--- src/rtl/soin_bpredictor_update_ctrl_pkg.sv ---
// Shared definitions for the gselect direction-table write-port controller:
// metadata field layout and controller state encodings.
package soin_bpredictor_update_ctrl_pkg;

  localparam int BP_META_WIDTH = 18;

  localparam int META_IDX_LSB = 0;
  localparam int META_IDX_MSB = 11;
  localparam int META_CTR_LSB = 12;
  localparam int META_CTR_MSB = 13;
  localparam int META_RAS_LSB = 14;
  localparam int META_RAS_MSB = 17;

  typedef enum logic {
    S_INIT = 1'b0,
    S_RUN  = 1'b1
  } ctrl_state_t;

endpackage

--- src/rtl/soin_bpredictor_update_fifo.sv ---
// Small synchronous FIFO holding pending predictor updates.
// Accepts a push and a pop together even when full.
module soin_bpredictor_update_fifo #(
  parameter int WIDTH = 15,
  parameter int DEPTH = 4
) (
  input  logic             clk,
  input  logic             reset,
  input  logic             i_clear,
  input  logic             i_push,
  input  logic [WIDTH-1:0] i_pushData,
  input  logic             i_pop,
  output logic [WIDTH-1:0] o_headData,
  output logic             o_full,
  output logic             o_empty
);

  localparam int PTR_W = $clog2(DEPTH);
  localparam logic [PTR_W:0] PTR_ONE = {{PTR_W{1'b0}}, 1'b1};

  logic [WIDTH-1:0] r_mem [DEPTH];
  logic [PTR_W:0]   r_wrPtr;
  logic [PTR_W:0]   r_rdPtr;

  // Extra wrap bit on each pointer distinguishes full from empty.
  assign o_empty    = (r_wrPtr == r_rdPtr);
  assign o_full     = (r_wrPtr[PTR_W] != r_rdPtr[PTR_W]) &&
                      (r_wrPtr[PTR_W-1:0] == r_rdPtr[PTR_W-1:0]);
  assign o_headData = r_mem[r_rdPtr[PTR_W-1:0]];

  always_ff @(posedge clk or posedge reset) begin
    if (reset) begin
      r_wrPtr <= '0;
      r_rdPtr <= '0;
    end else if (i_clear) begin
      r_wrPtr <= '0;
      r_rdPtr <= '0;
    end else begin
      if (i_push) r_wrPtr <= r_wrPtr + PTR_ONE;
      if (i_pop)  r_rdPtr <= r_rdPtr + PTR_ONE;
    end
  end

  always_ff @(posedge clk) begin
    if (i_push && !i_clear) r_mem[r_wrPtr[PTR_W-1:0]] <= i_pushData;
  end

endmodule

--- src/rtl/soin_bpredictor_update_ctrl.sv ---
// Write-port controller for the gselect direction table: initial sweep,
// queued saturating-counter updates and debug preload arbitration.
module soin_bpredictor_update_ctrl
  import soin_bpredictor_update_ctrl_pkg::*;
#(
  parameter int               INDEX_W    = 12,
  parameter int               CTR_W      = 2,
  parameter int               FIFO_DEPTH = 4,
  parameter logic [CTR_W-1:0] INIT_VALUE = 2'b01
) (
  input  logic                     clk,
  input  logic                     reset,
  input  logic                     soin_bpredictor_flush,
  input  logic                     execute_bpredictor_update,
  input  logic                     execute_bpredictor_dir,
  input  logic [BP_META_WIDTH-1:0] execute_bpredictor_meta,
  input  logic                     soin_bpredictor_dbg_wen,
  input  logic [INDEX_W-1:0]       soin_bpredictor_dbg_index,
  input  logic [CTR_W-1:0]         soin_bpredictor_dbg_data,
  output logic [INDEX_W-1:0]       ctrl_mem_wraddress,
  output logic [CTR_W-1:0]         ctrl_mem_data,
  output logic                     ctrl_mem_wren,
  output logic                     ctrl_bpredictor_stall,
  output logic [7:0]               ctrl_drop_count
);

  localparam int                 ENTRY_W    = INDEX_W + CTR_W + 1;
  localparam logic [INDEX_W-1:0] LAST_INDEX = '1;
  localparam logic [INDEX_W-1:0] INDEX_ONE  = {{(INDEX_W-1){1'b0}}, 1'b1};
  localparam logic [CTR_W-1:0]   CTR_MAX    = '1;
  localparam logic [CTR_W-1:0]   CTR_ONE    = {{(CTR_W-1){1'b0}}, 1'b1};

  ctrl_state_t        r_state;
  ctrl_state_t        w_nextState;
  logic [INDEX_W-1:0] r_sweepPtr;
  logic [INDEX_W-1:0] r_wrAddress;
  logic [CTR_W-1:0]   r_wrData;
  logic               r_wrEn;
  logic               r_stall;
  logic [7:0]         r_dropCount;

  logic               w_push;
  logic               w_pop;
  logic               w_drop;
  logic               w_full;
  logic               w_empty;
  logic [ENTRY_W-1:0] w_pushEntry;
  logic [ENTRY_W-1:0] w_headEntry;
  logic [INDEX_W-1:0] w_headIndex;
  logic [CTR_W-1:0]   w_headCtr;
  logic               w_headDir;
  logic [CTR_W-1:0]   w_newCtr;
  logic               w_unusedMeta;

  assign w_pushEntry = {execute_bpredictor_meta[INDEX_W-1:0],
                        execute_bpredictor_meta[META_CTR_LSB +: CTR_W],
                        execute_bpredictor_dir};
  assign {w_headIndex, w_headCtr, w_headDir} = w_headEntry;
  assign w_unusedMeta = ^execute_bpredictor_meta[BP_META_WIDTH-1:META_CTR_LSB+CTR_W];

  soin_bpredictor_update_fifo #(
    .WIDTH (ENTRY_W),
    .DEPTH (FIFO_DEPTH)
  ) u_fifo (
    .clk        (clk),
    .reset      (reset),
    .i_clear    (soin_bpredictor_flush),
    .i_push     (w_push),
    .i_pushData (w_pushEntry),
    .i_pop      (w_pop),
    .o_headData (w_headEntry),
    .o_full     (w_full),
    .o_empty    (w_empty)
  );

  // Debug writes own the port; a queued update only pops when it is free.
  // A full queue still accepts a push when the head leaves the same cycle.
  always_comb begin
    w_nextState = r_state;
    w_pop       = 1'b0;
    w_push      = 1'b0;
    w_drop      = 1'b0;
    case (r_state)
      S_INIT: begin
        if (!soin_bpredictor_flush && (r_sweepPtr == LAST_INDEX)) w_nextState = S_RUN;
      end
      S_RUN: begin
        if (soin_bpredictor_flush) begin
          w_nextState = S_INIT;
        end else begin
          w_pop  = !soin_bpredictor_dbg_wen && !w_empty;
          w_push = execute_bpredictor_update && (!w_full || w_pop);
          w_drop = execute_bpredictor_update && w_full && !w_pop;
        end
      end
      default: w_nextState = S_INIT;
    endcase
  end

  always_comb begin
    w_newCtr = w_headCtr;
    if (w_headDir) begin
      if (w_headCtr != CTR_MAX) w_newCtr = w_headCtr + CTR_ONE;
    end else begin
      if (w_headCtr != '0) w_newCtr = w_headCtr - CTR_ONE;
    end
  end

  // Stall is registered from the current state, so it drops one cycle after the last sweep write.
  always_ff @(posedge clk or posedge reset) begin
    if (reset) begin
      r_state     <= S_INIT;
      r_sweepPtr  <= '0;
      r_wrAddress <= '0;
      r_wrData    <= '0;
      r_wrEn      <= 1'b0;
      r_stall     <= 1'b1;
      r_dropCount <= '0;
    end else begin
      r_state <= w_nextState;
      r_stall <= (r_state == S_INIT) | w_full;
      r_wrEn  <= 1'b0;
      if (soin_bpredictor_flush) begin
        r_sweepPtr <= '0;
      end else if (r_state == S_INIT) begin
        r_wrEn      <= 1'b1;
        r_wrAddress <= r_sweepPtr;
        r_wrData    <= INIT_VALUE;
        r_sweepPtr  <= r_sweepPtr + INDEX_ONE;
      end else if (soin_bpredictor_dbg_wen) begin
        r_wrEn      <= 1'b1;
        r_wrAddress <= soin_bpredictor_dbg_index;
        r_wrData    <= soin_bpredictor_dbg_data;
      end else if (w_pop) begin
        r_wrEn      <= 1'b1;
        r_wrAddress <= w_headIndex;
        r_wrData    <= w_newCtr;
      end
      if (w_drop && (r_dropCount != 8'hFF)) r_dropCount <= r_dropCount + 8'd1;
    end
  end

  assign ctrl_mem_wraddress    = r_wrAddress;
  assign ctrl_mem_data         = r_wrData;
  assign ctrl_mem_wren         = r_wrEn;
  assign ctrl_bpredictor_stall = r_stall;
  assign ctrl_drop_count       = r_dropCount;

endmodule
--- config.mk ---
export PLATFORM = sky130hd
export DESIGN_NAME = soin_bpredictor_update_ctrl
export DESIGN_NICKNAME = d
export VERILOG_FILES = /design/src/rtl/soin_bpredictor_update_ctrl_pkg.sv /design/src/rtl/soin_bpredictor_update_fifo.sv /design/src/rtl/soin_bpredictor_update_ctrl.sv
export SDC_FILE = /design/constraint.sdc
export NUM_CORES = 1
export LEC_CHECK = 0
export CORE_MARGIN = 10
export CORE_UTILIZATION = 25
export CTS_BUF_LIST = sky130_fd_sc_hd__clkbuf_4 sky130_fd_sc_hd__clkbuf_8
export DETAILED_ROUTE_END_ITERATION = 16
export GPL_ROUTABILITY_DRIVEN = 0
export SYNTH_ARGS = -nofsm -noshare
export SYNTH_HDL_FRONTEND = slang
export SYNTH_SLANG_ARGS = --single-unit
--- constraint.sdc ---
create_clock -name clk -period 2.35 [get_ports clk]
set_input_delay 0.47 -clock clk [delete_from_list [all_inputs] [get_ports clk]]
set_output_delay 0.47 -clock clk [all_outputs]
set_load 0.02 [all_outputs]
==> flow_results.xml, run 1 <==
<?xml version="1.0" encoding="UTF-8"?>
<metrics>
  <group name="status">
    <metric name="run_status" unit="">finished, final reports clean</metric>
  </group>
  <group name="setup_path">
    <metric name="setup.worst_path.start_class" unit="">register</metric>
    <metric name="worst_r2r_path_depth" unit="">4</metric>
    <metric name="critPathCaptureType" unit="">register</metric>
    <metric name="cp_max_fo" unit="">15</metric>
    <metric name="worst-endpoint-required" unit="ns">2.44</metric>
    <metric name="timing.critical_path.arrival" unit="ns">2.11</metric>
    <metric name="critical_path_class" unit="">register to register</metric>
  </group>
  <group name="timing">
    <metric name="final_period_minus_worst_setup_slack" unit="ns">2.02</metric>
    <metric name="worstMarginPinSlew" unit="ns">0.678</metric>
    <metric name="grt_setup_unrepaired" unit="">no</metric>
    <metric name="final.setup.tns" unit="ns">0</metric>
    <metric name="period_share" unit="">0.859</metric>
    <metric name="clock_skew" unit="ns">0.0102</metric>
    <metric name="clock.fmax" unit="MHz">495</metric>
    <metric name="report.final.setup_viol" unit="">0</metric>
    <metric name="maxSlewHeadroom" unit="">0.544</metric>
    <metric name="timing_hold_violations_final" unit="">0</metric>
    <metric name="report.final.slew_viol_count" unit="">0</metric>
  </group>
  <group name="placed_design">
    <metric name="place.detailed.hpwl" unit="mm">6.93</metric>
    <metric name="placed_cells" unit="">598</metric>
    <metric name="place.port_buffers" unit="">57</metric>
  </group>
  <group name="clock_network">
    <metric name="number_of_clock_sinks_seen_by_cts" unit="">103</metric>
    <metric name="worstSkewPairLatency" unit="ns">0.37</metric>
    <metric name="clock-root-buffer" unit="">clkbuf_8</metric>
    <metric name="cts_htree_levels" unit="">3</metric>
    <metric name="clk_pin_slew_worst_paths" unit="ns">0.10</metric>
    <metric name="post_cts_resized" unit="">0</metric>
    <metric name="clk_path_buf_depth" unit="">2</metric>
    <metric name="cts_setup_buffers" unit="">0</metric>
    <metric name="cts_made_buffers" unit="">9</metric>
    <metric name="postCtsHoldBufs" unit="">0</metric>
    <metric name="cts_tree" unit="">built</metric>
  </group>
  <group name="synth">
    <metric name="postSynthNetCount" unit="">354</metric>
    <metric name="number_of_enable_flip_flop_cells_after_synthesis" unit="">60</metric>
    <metric name="synth.cell_area" unit="um2">4510</metric>
    <metric name="yosysSeqAreaShare" unit="">0.638</metric>
    <metric name="synthTopCellsByArea" unit="">edfxtp_1 40%, dfrtp_1 23%, mux4_2 5.0%</metric>
    <metric name="postSynthCellCount" unit="">309</metric>
    <metric name="netlist-cell-type-count" unit="">47</metric>
    <metric name="synth.avg_cell_area" unit="um2">14.6</metric>
    <metric name="yosys.area.top_type" unit="">edfxtp_1</metric>
    <metric name="synthMostInstantiatedCell" unit="">edfxtp_1</metric>
    <metric name="yosys-top-cells-count" unit="">60 x edfxtp_1, 42 x dfrtp_1, 28 x nor2_1, 15 x mux2i_1, 13 x xor2_1</metric>
    <metric name="asyncSetResetFlopFracSynth" unit="">0.417</metric>
    <metric name="synth_flop_cell" unit="">edfxtp_1</metric>
    <metric name="yosys_warnings" unit="">0</metric>
    <metric name="synth_top_area_share" unit="">0.399</metric>
    <metric name="synth.ff_latch_count" unit="">103</metric>
  </group>
  <group name="routing">
    <metric name="antenna_violating_nets_post_route" unit="">0</metric>
    <metric name="post_drt_via_cell_ratio" unit="">4.35</metric>
    <metric name="drcViolationCount" unit="">0</metric>
    <metric name="vias" unit="">2669</metric>
    <metric name="drc_marker_count_from_the_first_detailed_route_iteration" unit="">173</metric>
    <metric name="first_pass_iters" unit="">4</metric>
    <metric name="routedWlPerCell" unit="um">15.4</metric>
    <metric name="wirelength" unit="mm">9.45</metric>
  </group>
  <group name="hold_path">
    <metric name="hold_path_depth" unit="">1</metric>
    <metric name="min-delay-path-class" unit="">register to register</metric>
  </group>
  <group name="power_and_ir_drop">
    <metric name="ir_drop" unit="V">0.000243</metric>
    <metric name="seq_power_share" unit="">0.614</metric>
    <metric name="power_density" unit="nW/um2">554</metric>
    <metric name="clkPwrFrac" unit="">0.333</metric>
    <metric name="cellLeakagePower" unit="uW">0.00216</metric>
    <metric name="power.combinational.fraction" unit="">0.053</metric>
    <metric name="net-switching-power" unit="uW">734</metric>
    <metric name="power_switching_share" unit="">0.233</metric>
    <metric name="power.internal" unit="uW">2420</metric>
  </group>
  <group name="run">
    <metric name="cap_viol_max_count" unit="">0</metric>
  </group>
  <group name="die">
    <metric name="design.die.area" unit="um2">23800</metric>
    <metric name="total_core_area" unit="um2">17800</metric>
    <metric name="io_pins" unit="">62</metric>
    <metric name="floorplan.die.height" unit="um">154</metric>
    <metric name="floorplan.die.width" unit="um">154</metric>
    <metric name="initial_utilization" unit="">0.253</metric>
    <metric name="floorplan.rows" unit="">49</metric>
  </group>
  <group name="layout">
    <metric name="stdcell_count" unit="">614</metric>
    <metric name="synthToLayoutAreaGrowth" unit="%">26.0</metric>
    <metric name="final_layout_size_suffix_gt1_frac" unit="">0.130</metric>
    <metric name="n_antenna_cell" unit="">0</metric>
    <metric name="layout.nets" unit="">425</metric>
  </group>
  <group name="grt">
    <metric name="antenna_found_initial" unit="">1</metric>
    <metric name="gr-total-overflow" unit="">0</metric>
    <metric name="number_of_global_route_vias_before_repair" unit="">2853</metric>
    <metric name="pin_count_of_the_biggest_net_entering_global_routing" unit="">44</metric>
    <metric name="grtUsageTotal" unit="">0.0816</metric>
    <metric name="grt_first_pass_wirelength" unit="mm">15.4</metric>
  </group>
</metrics>
==> worst max-delay path, cell delays in order, from the launching register on <==
cell and delay, ns:
dfrtp_1 0.66, xnor2_2 0.20, a41oi_1 0.41, and2_1 0.28, buf_12 0.18
==> registers in the layout, summed over array words and instances, names as in the netlist <==
| name | flops |
|---|---|
| ctrl_mem_wren | 1 |
| ctrl_drop_count | 8 |
| u_fifo.r_rdPtr | 3 |
| ctrl_mem_data | 2 |
| u_fifo.r_wrPtr | 3 |
| r_state | 1 |
| r_sweepPtr | 12 |
| u_fifo.r_mem | 60 |
| ctrl_bpredictor_stall | 1 |
| ctrl_mem_wraddress | 12 |
==> area by class of cell <==
| class | instances | area, um2 |
|---|---|---|
| Fill cell | 1732 | 12200 |
| Sequential cell | 103 | 2880 |
| Multi-Input combinational cell | 181 | 1520 |
| Timing Repair Buffer | 74 | 773 |
| Tap cell | 229 | 287 |
| Clock buffer | 9 | 124 |
| Clock inverter | 7 | 61.3 |
| Inverter | 11 | 41.3 |
==> cell usage in the layout, fill, tap and decap left out, types with 2 or more instances in the layout <==
cell             synthesis  final
and2_1                   5      5
a21o_1                  11     11
buf_4                    1     11
a211oi_1                11     11
nand3b_1                 4      4
a21oi_1                  4      4
clkdlybuf4s50_1          0     57
o31ai_1                  3      3
edfxtp_1                60     60
inv_1                   10      9
mux4_1                   5      5
ha_1                     7      7
nand2_1                  9      9
and4_1                   2      2
inv_8                    0      2
nor3_1                   7      7
mux4_2                  10     10
xor2_1                  13     13
and3_1                   2      2
nand4_1                  4      4
nor2_1                  28     28
dfrtp_1                 42     42
clkinv_1                 1      2
mux2i_1                 15     15
clkbuf_8                 0      9
o21ai_0                  4      4
buf_12                   0      6
xnor2_1                  6      6
inv_6                    0      2
nor2b_1                  4      4
nand2b_1                 2      2
xnor2_2                  2      2
nand3_1                  9      9
==> final timing paths <==
kind | end | slack (ns) | start
setup / recovery | u_fifo.r_mem[3][10] | 0.33 | u_fifo.r_rdPtr[1]
hold / removal | ctrl_mem_wraddress[10] | 0.48 | ctrl_mem_wraddress[10]
setup reg to reg | u_fifo.r_mem[3][10] | 0.33 | u_fifo.r_rdPtr[1]
hold reg to reg | ctrl_mem_wraddress[10] | 0.48 | ctrl_mem_wraddress[10]
max in group asynchronous | u_fifo.r_wrPtr[2] | 1.42 | reset
min in group asynchronous | ctrl_mem_wraddress[10] | 0.55 | reset
==> stage by stage <==
stage	hold slack, ns	cell area, um2	utilization	worst slack, ns	total power (uW)
floorplan	0.508	4510	-	0.336	2040
global placement	0.468	5500	0.308	0.175	2140
detailed placement	0.469	5500	0.308	0.158	2140
CTS	0.492	5690	0.319	0.310	3190
global route	0.510	5690	0.319	0.114	3290
finish	0.485	5690	0.319	0.331	3150
==> metal layers <==
metal  vias up  track usage  part of all wire
met5         -            0            0.0011
met4         2       0.0355             0.020
met3        16       0.0286             0.048
met2        35        0.137              0.51
met1      1320       0.0913              0.42
li1       1296            -                 -
==> power groups by stage <==
| stage | Combinational (uW) | Clock, uW | Sequential, uW |
|---|---|---|---|
| 3_5_place_dp | 170 | 0 | 1970 |
| 6_report | 168 | 1050 | 1930 |
| 5_1_grt | 184 | 1170 | 1940 |
| 3_3_place_gp | 165 | 0 | 1970 |
| 2_1_floorplan | 57.9 | 0 | 1980 |
| 4_1_cts | 172 | 1080 | 1930 |
==> cell families (layout without fill, tap and decap cells) <==
logic type | after synthesis | in the layout | share of synthesized area
DFF | 103 | 103 | 0.638
and+or+nand+nor | 80 | 80 | 0.0898
AOI/OAI and AO/OA | 41 | 41 | 0.0665
muxes | 31 | 31 | 0.115
buffers and inverters | 25 | 101 | 0.0252
xor gates and xnor gates | 21 | 21 | 0.0441
adders and majority gates | 8 | 8 | 0.0219
Power figures use the tool's default switching activity.
==> inputs of run 2 (changes only) <==
- ABC_CLOCK_PERIOD_IN_PS: unset -> 2350
==> results of run 2 <==
The final DEF is identical to that of run 1; final timing and power are the same.
